## src/rtl/demux_8_buf_pkg.sv

```systemverilog
// Shared constants, slot state encoding and helpers for the 8-slot buffered demux.
package demux_8_buf_pkg;

  localparam int SLOTS = 8;
  localparam int SEL_W = 3;
  localparam int OCC_W = 4;
  localparam int CNT_W = 8;

  // Per-slot state: a slot either holds an unconsumed word or it does not.
  typedef enum logic {
    SLOT_EMPTY = 1'b0,
    SLOT_FULL  = 1'b1
  } slot_state_e;

  // One-hot decode of a slot index.
  function automatic logic [SLOTS-1:0] sel_onehot(input logic [SEL_W-1:0] sel);
    logic [SLOTS-1:0] onehot;
    onehot = '0;
    onehot[sel] = 1'b1;
    return onehot;
  endfunction

endpackage

```

## src/rtl/demux_8_buf_slot.sv

```systemverilog
// Single output slot: data register plus EMPTY/FULL state with load and ack handling.
module demux_slot
  import demux_8_buf_pkg::*;
#(
  parameter int WIDTH = 32
) (
  input  logic             clock,
  input  logic             reset_n,
  input  logic             load,
  input  logic             ack,
  input  logic [WIDTH-1:0] in_data,
  output logic [WIDTH-1:0] data,
  output logic             valid
);

  slot_state_e      state_q, state_d;
  logic [WIDTH-1:0] data_q, data_d;

  // State and data registers; reset discards any held word.
  always_ff @(posedge clock or negedge reset_n) begin
    if (!reset_n) begin
      state_q <= SLOT_EMPTY;
      data_q  <= '0;
    end else begin
      state_q <= state_d;
      data_q  <= data_d;
    end
  end

  // Next state: a load always leaves the slot FULL (a same-cycle ack consumes the old
  // word); an ack alone empties it. Data persists after consumption until reloaded.
  always_comb begin
    state_d = state_q;
    data_d  = data_q;
    case (state_q)
      SLOT_EMPTY: begin
        if (load) state_d = SLOT_FULL;
      end
      SLOT_FULL: begin
        if (load)     state_d = SLOT_FULL;
        else if (ack) state_d = SLOT_EMPTY;
      end
      default: state_d = SLOT_EMPTY;
    endcase
    if (load) data_d = in_data;
  end

  assign data  = data_q;
  assign valid = (state_q == SLOT_FULL);

endmodule

```

## src/rtl/demux_8_buf.sv

```systemverilog
// 8-way demultiplexer with one buffered word per output slot, occupancy and overflow counters.
module demux_8_buf
  import demux_8_buf_pkg::*;
#(
  parameter int WIDTH = 32
) (
  input  logic                   clock,
  input  logic                   reset_n,
  input  logic                   in_valid,
  output logic                   in_ready,
  input  logic [SEL_W-1:0]       select,
  input  logic [WIDTH-1:0]       in_data,
  output logic [SLOTS*WIDTH-1:0] out_data,
  output logic [SLOTS-1:0]       out_valid,
  input  logic [SLOTS-1:0]       out_ack,
  output logic [OCC_W-1:0]       occupancy,
  output logic [CNT_W-1:0]       overflow_cnt
);

  logic             transfer;
  logic             stall;
  logic [SLOTS-1:0] load_vec;
  logic [OCC_W-1:0] occupancy_q, occupancy_d;
  logic [CNT_W-1:0] overflow_q, overflow_d;

  // The selected slot can take a word if it is empty or being drained this cycle.
  // During reset nothing is held, so the block advertises ready.
  assign in_ready = !reset_n || !out_valid[select] || out_ack[select];
  assign transfer = in_valid && in_ready;
  assign stall    = in_valid && !in_ready;

  // Route the load strobe to the selected slot only on a transfer.
  always_comb begin
    load_vec = '0;
    if (transfer) load_vec = sel_onehot(select);
  end

  generate
    for (genvar gi = 0; gi < SLOTS; gi++) begin : g_slot
      demux_slot #(
        .WIDTH(WIDTH)
      ) u_slot (
        .clock   (clock),
        .reset_n (reset_n),
        .load    (load_vec[gi]),
        .ack     (out_ack[gi]),
        .in_data (in_data),
        .data    (out_data[gi*WIDTH +: WIDTH]),
        .valid   (out_valid[gi])
      );
    end
  endgenerate

  // Occupancy delta: +1 for a load into an empty slot, -1 for each ack of a
  // full slot that is not refilled in the same cycle.
  always_comb begin
    logic [OCC_W-1:0] inc_cnt;
    logic [OCC_W-1:0] dec_cnt;
    inc_cnt = '0;
    dec_cnt = '0;
    if (transfer && !out_valid[select]) inc_cnt = OCC_W'(1);
    for (int k = 0; k < SLOTS; k++) begin
      if (out_ack[k] && out_valid[k] && !load_vec[k]) dec_cnt = dec_cnt + OCC_W'(1);
    end
    occupancy_d = occupancy_q + inc_cnt - dec_cnt;
  end

  // Overflow counter counts stalled offer cycles and sticks at its maximum.
  always_comb begin
    overflow_d = overflow_q;
    if (stall && (overflow_q != {CNT_W{1'b1}})) overflow_d = overflow_q + CNT_W'(1);
  end

  // Counter registers.
  always_ff @(posedge clock or negedge reset_n) begin
    if (!reset_n) begin
      occupancy_q <= '0;
      overflow_q  <= '0;
    end else begin
      occupancy_q <= occupancy_d;
      overflow_q  <= overflow_d;
    end
  end

  assign occupancy    = occupancy_q;
  assign overflow_cnt = overflow_q;

endmodule

```

## config.mk

```make
export PLATFORM = sky130hd
export DESIGN_NAME = demux_8_buf
export DESIGN_NICKNAME = d
export VERILOG_FILES = /design/src/rtl/demux_8_buf_pkg.sv /design/src/rtl/demux_8_buf_slot.sv /design/src/rtl/demux_8_buf.sv
export SDC_FILE = /design/constraint.sdc
export NUM_CORES = 1
export LEC_CHECK = 0
export CAP_MARGIN = 20
export CORE_ASPECT_RATIO = 1.25
export CORE_MARGIN = 5
export CORE_UTILIZATION = 25
export CTS_BUF_LIST = sky130_fd_sc_hd__clkbuf_4 sky130_fd_sc_hd__clkbuf_8
export DETAILED_ROUTE_END_ITERATION = 16
export PLACE_DENSITY = 0.56
export SKIP_LAST_GASP = 1
export SLEW_MARGIN = 20
export SYNTH_ARGS = -nofsm -noshare
export SYNTH_HDL_FRONTEND = slang
export SYNTH_SLANG_ARGS = --single-unit
```

## constraint.sdc

```tcl
create_clock -name clock -period 12.1 [get_ports clock]
set_input_delay 2.42 -clock clock [delete_from_list [all_inputs] [get_ports clock]]
set_output_delay 2.42 -clock clock [all_outputs]
set_load 0.01 [all_outputs]
```

==> results of run 1 <==
-- critical path, stage by stage --
cell             delay (ns)
clkdlybuf4s50_1        0.81
mux4_2                 0.59
a211oi_2               0.29
o31a_1                 0.27
o21ai_0                0.24
nand2b_1               0.16
or2_2                  0.12
buf_4                  0.48
nand3_1                0.22
inv_1                  0.13
ha_1                   0.33
xor2_4                 0.24
xnor2_2                0.28
clkinv_2               0.16
ha_1                   0.32
xnor2_1                0.15
a221oi_2               0.41
ha_1                   0.21
nand2_1                0.06
xnor2_1                0.33
or2_2                  0.18
nand4b_1               0.11
ha_1                   0.29
ha_1                   0.32
a21oi_1                0.17
xnor2_1                0.15
xnor2_1                0.11
xnor2_1                0.15
-- Yosys cell counts (2+ instances only) --
cell type	number
nor2_1	17
nand3_1	8
or2_2	3
o2111ai_1	2
xor2_1	8
nor3b_1	2
buf_4	8
buf_1	3
inv_1	21
nor3_1	3
o22ai_1	5
mux2i_1	3
nand2_1	23
clkbuf_1	25
xnor2_1	16
and3_1	4
o221ai_1	2
dfrtp_1	276
xnor2_2	2
buf_2	2
a21o_1	2
mux2_2	258
nand2b_1	6
o31ai_1	2
ha_1	15
nand4b_1	2
o21ai_0	10
nand4_1	4
a21oi_1	5
o41ai_1	2
-- stage by stage --
stage	power, mW	setup WS, ns
after floorplan	1.66	3.53
final	3.20	2.88
after CTS	3.27	2.88
after global placement	2.28	2.45
after global routing	3.38	2.38
after detailed placement	2.30	2.24
-- power by group --
group | total (mW) | switching (mW) | internal (mW)
sequential | 1.27 | 0.120 | 1.15
clock | 0.940 | 0.403 | 0.536
combinational | 0.993 | 0.403 | 0.590
total | 3.20 | 0.927 | 2.28
-- per-layer routing --
layer  track usage  wire length [um]  vias to the layer above
met3        0.0512              2970                       58
li1              -                 -                     3382
met4        0.0498              1010                        0
met2         0.248             18800                      241
met1         0.164             13500                     3880
met5             0                 0                        -
-- sequential cells by signal (all words and copies together), names as in the netlist --
| name | cells |
|---|---|
| g_slot.u_slot.data | 256 |
| g_slot.u_slot.valid | 8 |
| occupancy | 4 |
| overflow_cnt | 8 |
-- cells by family (layout without fill, tap and decap cells) --
logic type / after synthesis / count (layout) / synth area share
DFF: 276 / 276 / 0.612
and+or+nand+nor: 75 / 75 / 0.0327
other: 0 / 2 / 0
muxes: 262 / 262 / 0.262
adders and majority gates: 16 / 16 / 0.0184
AOI/OAI and AO/OA: 42 / 42 / 0.0275
buffers and inverters: 60 / 444 / 0.0230
xor gates and xnor gates: 27 / 27 / 0.0240
-- final cells by class --
class / instances / share of cell area
Tap cell: 578 / 0.0445
Clock inverter: 14 / 0.00831
Antenna cell: 2 / 0.000308
Multi-Input combinational cell: 422 / 0.256
Sequential cell: 276 / 0.425
Clock buffer: 75 / 0.0574
Timing Repair Buffer: 333 / 0.204
Inverter: 22 / 0.00516
-- how the worst max path moves through the flow --
stage / start / endpoint / depth (start not counted)
6_report: select[0] / occupancy[3] / 28
5_1_grt: select[0] / occupancy[3] / 29
4_1_cts: select[0] / occupancy[3] / 28
3_5_place_dp: select[0] / occupancy[3] / 28
3_3_place_gp: select[0] / occupancy[3] / 28
2_1_floorplan: select[0] / occupancy[3] / 30
-- cells in the final DEF (no fill, tap or decap), types with 5 or more instances in the layout --
master           instances
a21oi_1                  5
buf_4                   11
clkbuf_4                16
clkbuf_8                59
clkdlybuf4s50_1        321
clkinv_2                 9
dfrtp_1                276
ha_1                    15
inv_1                   21
mux2_2                 258
nand2_1                 21
nand2b_1                 6
nand3_1                  8
nor2_1                  14
o21ai_0                 10
o22ai_1                  5
xnor2_1                 16
xor2_1                   8
==> metrics, run 1 <==
CTS tree built; final std cells w/o fill around 1700; Multi-input gate area 4160 um^2; CTS root buf clkbuf_8; type of the worst min-delay path flop to flop; hold depth 1; post-layout utilization of the core 0.362; die area 49500 um^2; layout cells sized above 1 0.331; Core ar. between 40000 and 50000 um^2; Clock Latency Late Sink 0.60 ns; Initial Utilization 0.252; Iter 0 DRT Violations 159; DP Area ~15000 um^2; CTS buffer count 49; initial antenna violation count 1; DR vias approximately 7600; postcts setup bufs 0; FF-to-FF End occupancy[3]; syn_nets 820; outcome finished clean; Async SR Flop Fraction 1.00; Crit path arrival time roughly 9.7 ns; Synth Warn # 0; sequential fraction of the synthesis area 0.612; Final HPWL DP 24.1 mm; drt drc 0; drt via density 4.39; FF-to-FF setup slack around 5.3 ns; max_slew headroom 0.405; first-pass GRT wire length roughly 54 mm; final clock skew between 0.01 and 0.015 ns; Wirelength per Cell around 21 um; Hold Buf Count CTS 0; top cell type's share of synthesized area 0.612; Worst Min Path Start overflow_cnt[4]; setup violators final 0; placed insts approximately 1600; mapped cell area 11300 um^2; maximum vdd ir drop approximately 90 uV; clk sinks around 280; WHS Endpoint overflow_cnt[4]; syn avg cell area 14.9 um^2; r2r startpoint g_slot[5].u_slot.valid; clk slew on worst S/H paths around 0.060 ns; Max Fclk 108 MHz; Die Ht around 250 um; GRT Total Usage 0.144; Port Buffer Count between 300 and 400; crit-path max FO 34; final hold vios 0; H-tree Lvls 2; P&R area growth vs syn 44.1%; slew of the pin with the lowest slew margin approximately 0.89 ns; minimum clock period just over 9 ns; vias in the first global route approximately 8300; routability cong. approximately 0.77; I/O Pins approximately 320; leakage power between 6 and 7 nW; RSZ-0062 raised after global routing false; ANT nets after route 0; Pins Over Slew Limit 0; Reg area 6910 um^2; Layout Nets approximately 1200; TritonRoute pass-1 iters 4; maxcap violations 0; Synth area leader dfrtp_1; crit share post-route 0.762; FP Rows 87; top_reg_cell synth dfrtp_1; Filler cells between 4000 and 5000; Seq cells post-synth 276; post-synth cell types 49; Horiz. Die Dim ~200 um; r2r worst-path depth 27; EDFF count, synth 0; worst-case clock buffer depth 3; Total Wirelength 36.2 mm; Startpoint Class input port; critical path class input port to flop; cell area after layout 16300 um^2; Worst EP required between 10 and 15 ns; global route total overflow 0; worst hold margin ~0.50 ns; top cells by area, synth dfrtp_1, mux2_2, ha_1, xnor2_1, clkbuf_1; post-CTS resize count 0; Synth Instances about 760; CP Capture Type flop; PwrDens approximately 200 nW/um^2; setup TNS 0 ns; maximum number of pins on one net before global-route repair 96
(Power assumes the default switching activity.)
==> run 2, diff against run 1 <==
Settings changed: PLACE_DENSITY 0.56 to 0.58.
Clock period 12.1 ns to 8.1 ns, I/O delays scaled along.
==> metrics, run 2 (synthesized netlist as in run 1, its figures left out) <==
minimum clock period between 7 and 8 ns; max_slew headroom 0.383 (was 0.405); Hold Buf Count CTS 0 (unchanged); Flop pwr share 0.403 (was 0.397); FP Rows 87 (unchanged); maximum number of pins on one net before global-route repair 129 (was 96); first-pass GRT wire length 52.7 mm (was 53.6 mm); I/O Pins 323 (unchanged); global route total overflow 0 (unchanged); CTS tree built (unchanged); GRT Total Usage 0.141 (was 0.144); CTS root buf clkbuf_8 (unchanged); maximum vdd ir drop 146 uV (was 88.9 uV); vias in the first global route 8464 (was 8278); Psw 1.35 mW (was 0.927 mW); Crit path arrival time 8.06 ns (was 9.70 ns); Worst EP required 8.56 ns (was 12.58 ns); Layout Nets 1173 (was 1166); P_int 3.36 mW (was 2.28 mW); setup violators final 0 (unchanged); Horiz. Die Dim 200 um (unchanged); clk slew on worst S/H paths 0.06 ns (about the same); crit share post-route 0.938; ANT nets after route 0 (unchanged); FF-to-FF setup slack 1.85 ns (was 5.33 ns); Core ar. 44800 um^2 (unchanged); sw frac 0.286 (was 0.289); Wirelength per Cell 20.8 um (was 21.0 um); maxcap violations 0 (unchanged); slew of the pin with the lowest slew margin 0.925 ns (was 0.892 ns); final hold vios 0 (unchanged); die area 49500 um^2 (unchanged); CTS buffer count 47 (was 49); Iter 0 DRT Violations 253 (was 159); Startpoint Class input port (unchanged); layout cells sized above 1 0.333 (was 0.331); Clk network pwr share 0.283 (was 0.293); routability cong. 0.818 (was 0.767); max reg flops 256 (unchanged); power share of the combinational group 0.314 (was 0.310); outcome finished clean (unchanged); most common cell after layout, fill and taps aside clkdlybuf4s50_1 (unchanged); Pins Over Slew Limit 0 (unchanged); postcts setup bufs 0 (unchanged); DP Area 15300 um^2 (was 15200 um^2); Final HPWL DP 24.2 mm (was 24.1 mm); Initial Utilization 0.252 (unchanged); commonest cells after routing, fill and taps aside clkdlybuf4s50_1, dfrtp_1, mux2_2 (unchanged); Clock Latency Late Sink 0.59 ns (was 0.60 ns); critical path class input port to flop (unchanged); initial antenna violation count 2 (was 1); drt via density 4.46 (was 4.39); setup TNS 0 ns (unchanged); P&R area growth vs syn 44.3% (was 44.1%); cell area after layout 16300 um^2 (about the same); Port Buffer Count 322 (unchanged); Max Fclk approximately 130 MHz; PwrDens 289 nW/um^2 (was 197 nW/um^2); TritonRoute pass-1 iters 7 (was 4); leakage power 6.86 nW (was 6.83 nW); Die Ht 247 um (unchanged); drt drc 0 (unchanged); clk sinks 276 (unchanged); final clock skew 0.0236 ns (was 0.0129 ns); RSZ-0062 raised after global routing false (unchanged); type of the worst min-delay path flop to flop (unchanged); CP Capture Type flop (unchanged); post-CTS resize count 0 (unchanged); Total Wirelength 35.8 mm (was 36.2 mm); crit-path max FO 9 (was 34); H-tree Lvls 2 (unchanged); DR vias 7695 (was 7561); worst-case clock buffer depth 3 (unchanged)
## run 2: per-stage QoR
step                power [mW]   util  cells  setup WS [ns]  hold slack (ns)
finish                    4.71  0.363   1725          0.500            0.501
global route              4.98  0.363   1725          0.256            0.514
CTS                       4.81  0.363   1724          0.652            0.506
detailed placement        3.43  0.340   1640         0.0270            0.491
global placement          3.41  0.340   1640          0.250            0.486
floorplan                 2.49      -    758          0.331            0.520
## run 2: power by group through the flow
stage	combinational [mW]	clock, mW	sequential (mW)
after detailed placement	1.51	0	1.92
after CTS	1.51	1.40	1.90
after global placement	1.50	0	1.91
after global routing	1.59	1.45	1.94
final	1.48	1.33	1.90
after floorplan	0.424	0	2.06
## run 2: cell type report
type	instances	area (um^2)
Clock buffer	78	980
Clock inverter	6	41.3
Tap cell	578	723
Sequential cell	276	6910
Antenna cell	1	2.50
Inverter	22	83.8
Timing Repair Buffer	342	3390
Fill cell	4398	28600
Multi-Input combinational cell	422	4160
## run 2: final timing paths
check / startpoint / to / depth (start not counted)
hold / removal: overflow_cnt[4] / overflow_cnt[4] / 1
min in group asynchronous: reset_n / g_slot[0].u_slot.data[7] / 1
setup / recovery: select[0] / occupancy[3] / 27
max in group asynchronous: reset_n / g_slot[1].u_slot.data[19] / 3
hold reg to reg: overflow_cnt[4] / overflow_cnt[4] / 1
setup reg to reg: g_slot[5].u_slot.valid / occupancy[3] / 25
## run 2: critical path: stages
cell,delay [ns]
clkdlybuf4s50_1,0.64
buf_4,0.22
nand4b_1,0.11
o41ai_1,0.12
o31a_1,0.28
o21ai_0,0.14
nand2b_1,0.11
or3_2,0.43
and3_1,0.23
ha_1,0.41
xor2_4,0.23
xnor2_2,0.31
clkinv_2,0.16
ha_1,0.33
xnor2_1,0.15
a221oi_2,0.40
ha_1,0.23
nand2_1,0.07
xnor2_1,0.37
or2_2,0.18
nand4b_1,0.11
ha_1,0.29
ha_1,0.33
a21oi_1,0.16
xnor2_1,0.15
xnor2_1,0.11
xnor2_1,0.14
## run 2: layer usage
metal	wire length (um)	track usage
met5	0	0
met4	1710	0.0671
met3	2950	0.0483
met2	17900	0.243
met1	13200	0.156
==> run 3, diff against run 2 <==
Settings changed: PLACE_DENSITY 0.58 to 0.57, SYNTH_HIERARCHICAL from default to 1.
==> metrics, run 3 <==
outcome finished clean (unchanged); slowest stage cell, crit path clkdlybuf4s50_1 (unchanged); H-tree Lvls 2 (unchanged); syn avg cell area 16.3 um^2 (was 14.9 um^2); DR vias 7828 (was 7695); CTS tree built (unchanged); sequential fraction of the synthesis area 0.545 (was 0.612); clk slew on worst S/H paths 0.07 ns (was 0.06 ns); Synth Warn # 6 (was 0); commonest cells in the netlist dfrtp_1, mux2_4, mux2_2, buf_12, inv_1 (was dfrtp_1, mux2_2, clkbuf_1, nand2_1, inv_1); P&R area growth vs syn 38.0% (was 44.3%); Die Ht 262 um (was 247 um); maximum vdd ir drop 124 uV (was 146 uV); commonest cells after routing, fill and taps aside clkdlybuf4s50_1, dfrtp_1, mux2_4 (was clkdlybuf4s50_1, dfrtp_1, mux2_2); final clock skew 0.0348 ns (was 0.0236 ns); hold depth 1 (unchanged); Seq cells post-synth 276 (unchanged); Pwr Total 4.93 mW (was 4.71 mW); minimum clock period 7.50 ns (was 7.60 ns); leakage power 7.65 nW (was 6.86 nW); Clock Latency Late Sink 0.61 ns (was 0.59 ns); final hold vios 0 (unchanged); vias in the first global route 8429 (was 8464); max_slew headroom 0.388 (was 0.383); Stages on worst setup path 33 (was 27); ANT nets after route 0 (unchanged); Flop pwr share 0.385 (was 0.403); Layout Nets 1200 (was 1173); FP Rows 92 (was 87); Max Fclk 133 MHz (was 132 MHz); clk sinks 276 (unchanged); Port Buffer Count 322 (unchanged); crit share post-route 0.926 (was 0.938); Crit path arrival time 8.04 ns (was 8.06 ns); GRT Total Usage 0.133 (was 0.141); sw frac 0.281 (was 0.286); Worst EP required 8.64 ns (was 8.56 ns); Hold Buf Count CTS 0 (unchanged); drt via density 4.27 (was 4.46); first-pass GRT wire length 56.0 mm (was 52.7 mm); r2r worst-path depth 31 (was 25); critical path class input port to flop (unchanged); post-synth cell types 51 (was 49); Largest delay share family, worst path compound AO/OA/AOI/OAI gates (was adder cells); critical path's largest stage delay 0.51 ns (was 0.64 ns); Core ar. 50300 um^2 (was 44800 um^2); Startpoint Class input port (unchanged); max reg flops 256 (unchanged); top-count cell post-synth dfrtp_1 (unchanged); slew of the pin with the lowest slew margin 0.918 ns (was 0.925 ns); Async SR Flop Fraction 1.00 (unchanged); cell mode on critical path ha_1; power share of the combinational group 0.323 (was 0.314); mapped cell area 12700 um^2 (was 11300 um^2); most common cell after layout, fill and taps aside clkdlybuf4s50_1 (unchanged); Final HPWL DP 25.1 mm (was 24.2 mm); CTS buffer count 50 (was 47); Synth area leader dfrtp_1 (unchanged); Synth Instances 777 (was 758); Initial Utilization 0.252 (about the same); P_int 3.55 mW (was 3.36 mW); Wirelength per Cell 20.9 um (was 20.8 um); worst-case clock buffer depth 3 (unchanged); EDFF count, synth 0 (unchanged); CP Buf/Inv Count 3 (unchanged); Psw 1.39 mW (was 1.35 mW); top cells by area, synth dfrtp_1, mux2_4, buf_12, mux2_2, ha_1 (was dfrtp_1, mux2_2, ha_1, xnor2_1, clkbuf_1); Clk network pwr share 0.291 (was 0.283); Iter 0 DRT Violations 352 (was 253); initial antenna violation count 1 (was 2); Total Wirelength 38.3 mm (was 35.8 mm); Pins Over Slew Limit 0 (unchanged); global route total overflow 0 (unchanged); Horiz. Die Dim 211 um (was 200 um); CTS root buf clkbuf_8 (unchanged); type of the worst min-delay path flop to flop (unchanged); top cell type's share of synthesized area 0.545 (was 0.612); setup TNS 0 ns (unchanged); drt drc 0 (unchanged); postcts setup bufs 0 (unchanged); layout cells sized above 1 0.334 (was 0.333); routability cong. 0.808 (was 0.818); RSZ-0062 raised after global routing false (unchanged); top_reg_cell synth dfrtp_1 (unchanged); setup violators final 0 (unchanged); syn_nets 839 (was 820); maxcap violations 0 (unchanged); I/O Pins 323 (unchanged); PwrDens 282 nW/um^2 (was 289 nW/um^2); post-CTS resize count 0 (unchanged); maximum number of pins on one net before global-route repair 137 (was 129); TritonRoute pass-1 iters 4 (was 7); die area 55300 um^2 (was 49500 um^2); crit-path max FO 12 (was 9); CP Capture Type flop (unchanged)
-- run 3: cell types whose count changed after synthesis, moves of 8 or more --
cell | before | now
mux2_2 | 258 | 26
mux2_4 | 0 | 232
clkbuf_1 | 25 | 3
buf_6 | 0 | 9
a21oi_1 | 5 | 15
a21o_1 | 2 | 12
buf_4 | 8 | 0
buf_12 | 0 | 24
-- run 3: area by class of cell --
class | count | area [um^2]
Fill cell | 4912 | 32800
Clock buffer | 78 | 986
Inverter | 23 | 86.3
Antenna cell | 1 | 2.50
Tap cell | 658 | 823
Timing Repair Buffer | 349 | 3440
Clock inverter | 10 | 115
Sequential cell | 276 | 6910
Multi-Input combinational cell | 438 | 5120
-- run 3: kinds of logic (layout without fill, tap and decap cells) --
group | Yosys count | count (layout) | synth area share
xor+xnor | 25 | 25 | 0.0185
other cells | 0 | 1 | 0
fa+ha+maj | 16 | 16 | 0.0164
mux | 260 | 260 | 0.300
buf+inv | 63 | 460 | 0.0552
compound gates | 55 | 55 | 0.0321
simple gates | 82 | 82 | 0.0331
flops | 276 | 276 | 0.545
-- run 3: routing by layer --
layer / part of all wire / vias to the layer above / track usage
met5: 0 / - / 0
met4: 0.041 / 0 / 0.0582
met3: 0.077 / 86 / 0.0418
met2: 0.47 / 289 / 0.213
met1: 0.42 / 3996 / 0.166
li1: - / 3457 / -
-- run 3: worst register-to-register path: cells and delay by family, from the launching register on --
family | cells | cell delay [ns]
xor+xnor | 5 | 0.72
simple gates | 9 | 1.54
mux | 1 | 0.30
flops | 1 | 0.45
compound gates | 9 | 1.26
fa+ha+maj | 6 | 1.74
buf+inv | 1 | 0.06
-- run 3: worst paths after layout --
check / startpoint / end / slack (ns)
max: select[1] / occupancy[3] / 0.60
min: overflow_cnt[7] / overflow_cnt[7] / 0.50
max reg2reg: g_slot[2].u_slot/valid / occupancy[3] / 2.00
min reg2reg: overflow_cnt[7] / overflow_cnt[7] / 0.50
max in group asynchronous: reset_n / g_slot[2].u_slot/data[30] / 5.33
min in group asynchronous: reset_n / g_slot[1].u_slot/data[15] / 0.83
-- run 3: power by group through the flow --
stage | logic [mW] | clock network (mW) | registers [mW]
after floorplan | 0.587 | 0 | 2.04
after global placement | 1.61 | 0 | 1.91
after detailed placement | 1.62 | 0 | 1.92
after CTS | 1.63 | 1.51 | 1.90
after global routing | 1.69 | 1.56 | 1.94
final | 1.59 | 1.44 | 1.90
-- run 3: through the flow --
stage	hold slack, ns	std cells	setup slack [ns]	utilization	instance area (um^2)
after floorplan	0.522	777	0.494	-	12700
after global placement	0.487	1744	0.247	0.326	16400
after detailed placement	0.486	1744	0.0118	0.326	16400
after CTS	0.499	1832	0.689	0.348	17500
after global routing	0.515	1833	0.221	0.348	17500
final	0.497	1833	0.599	0.348	17500
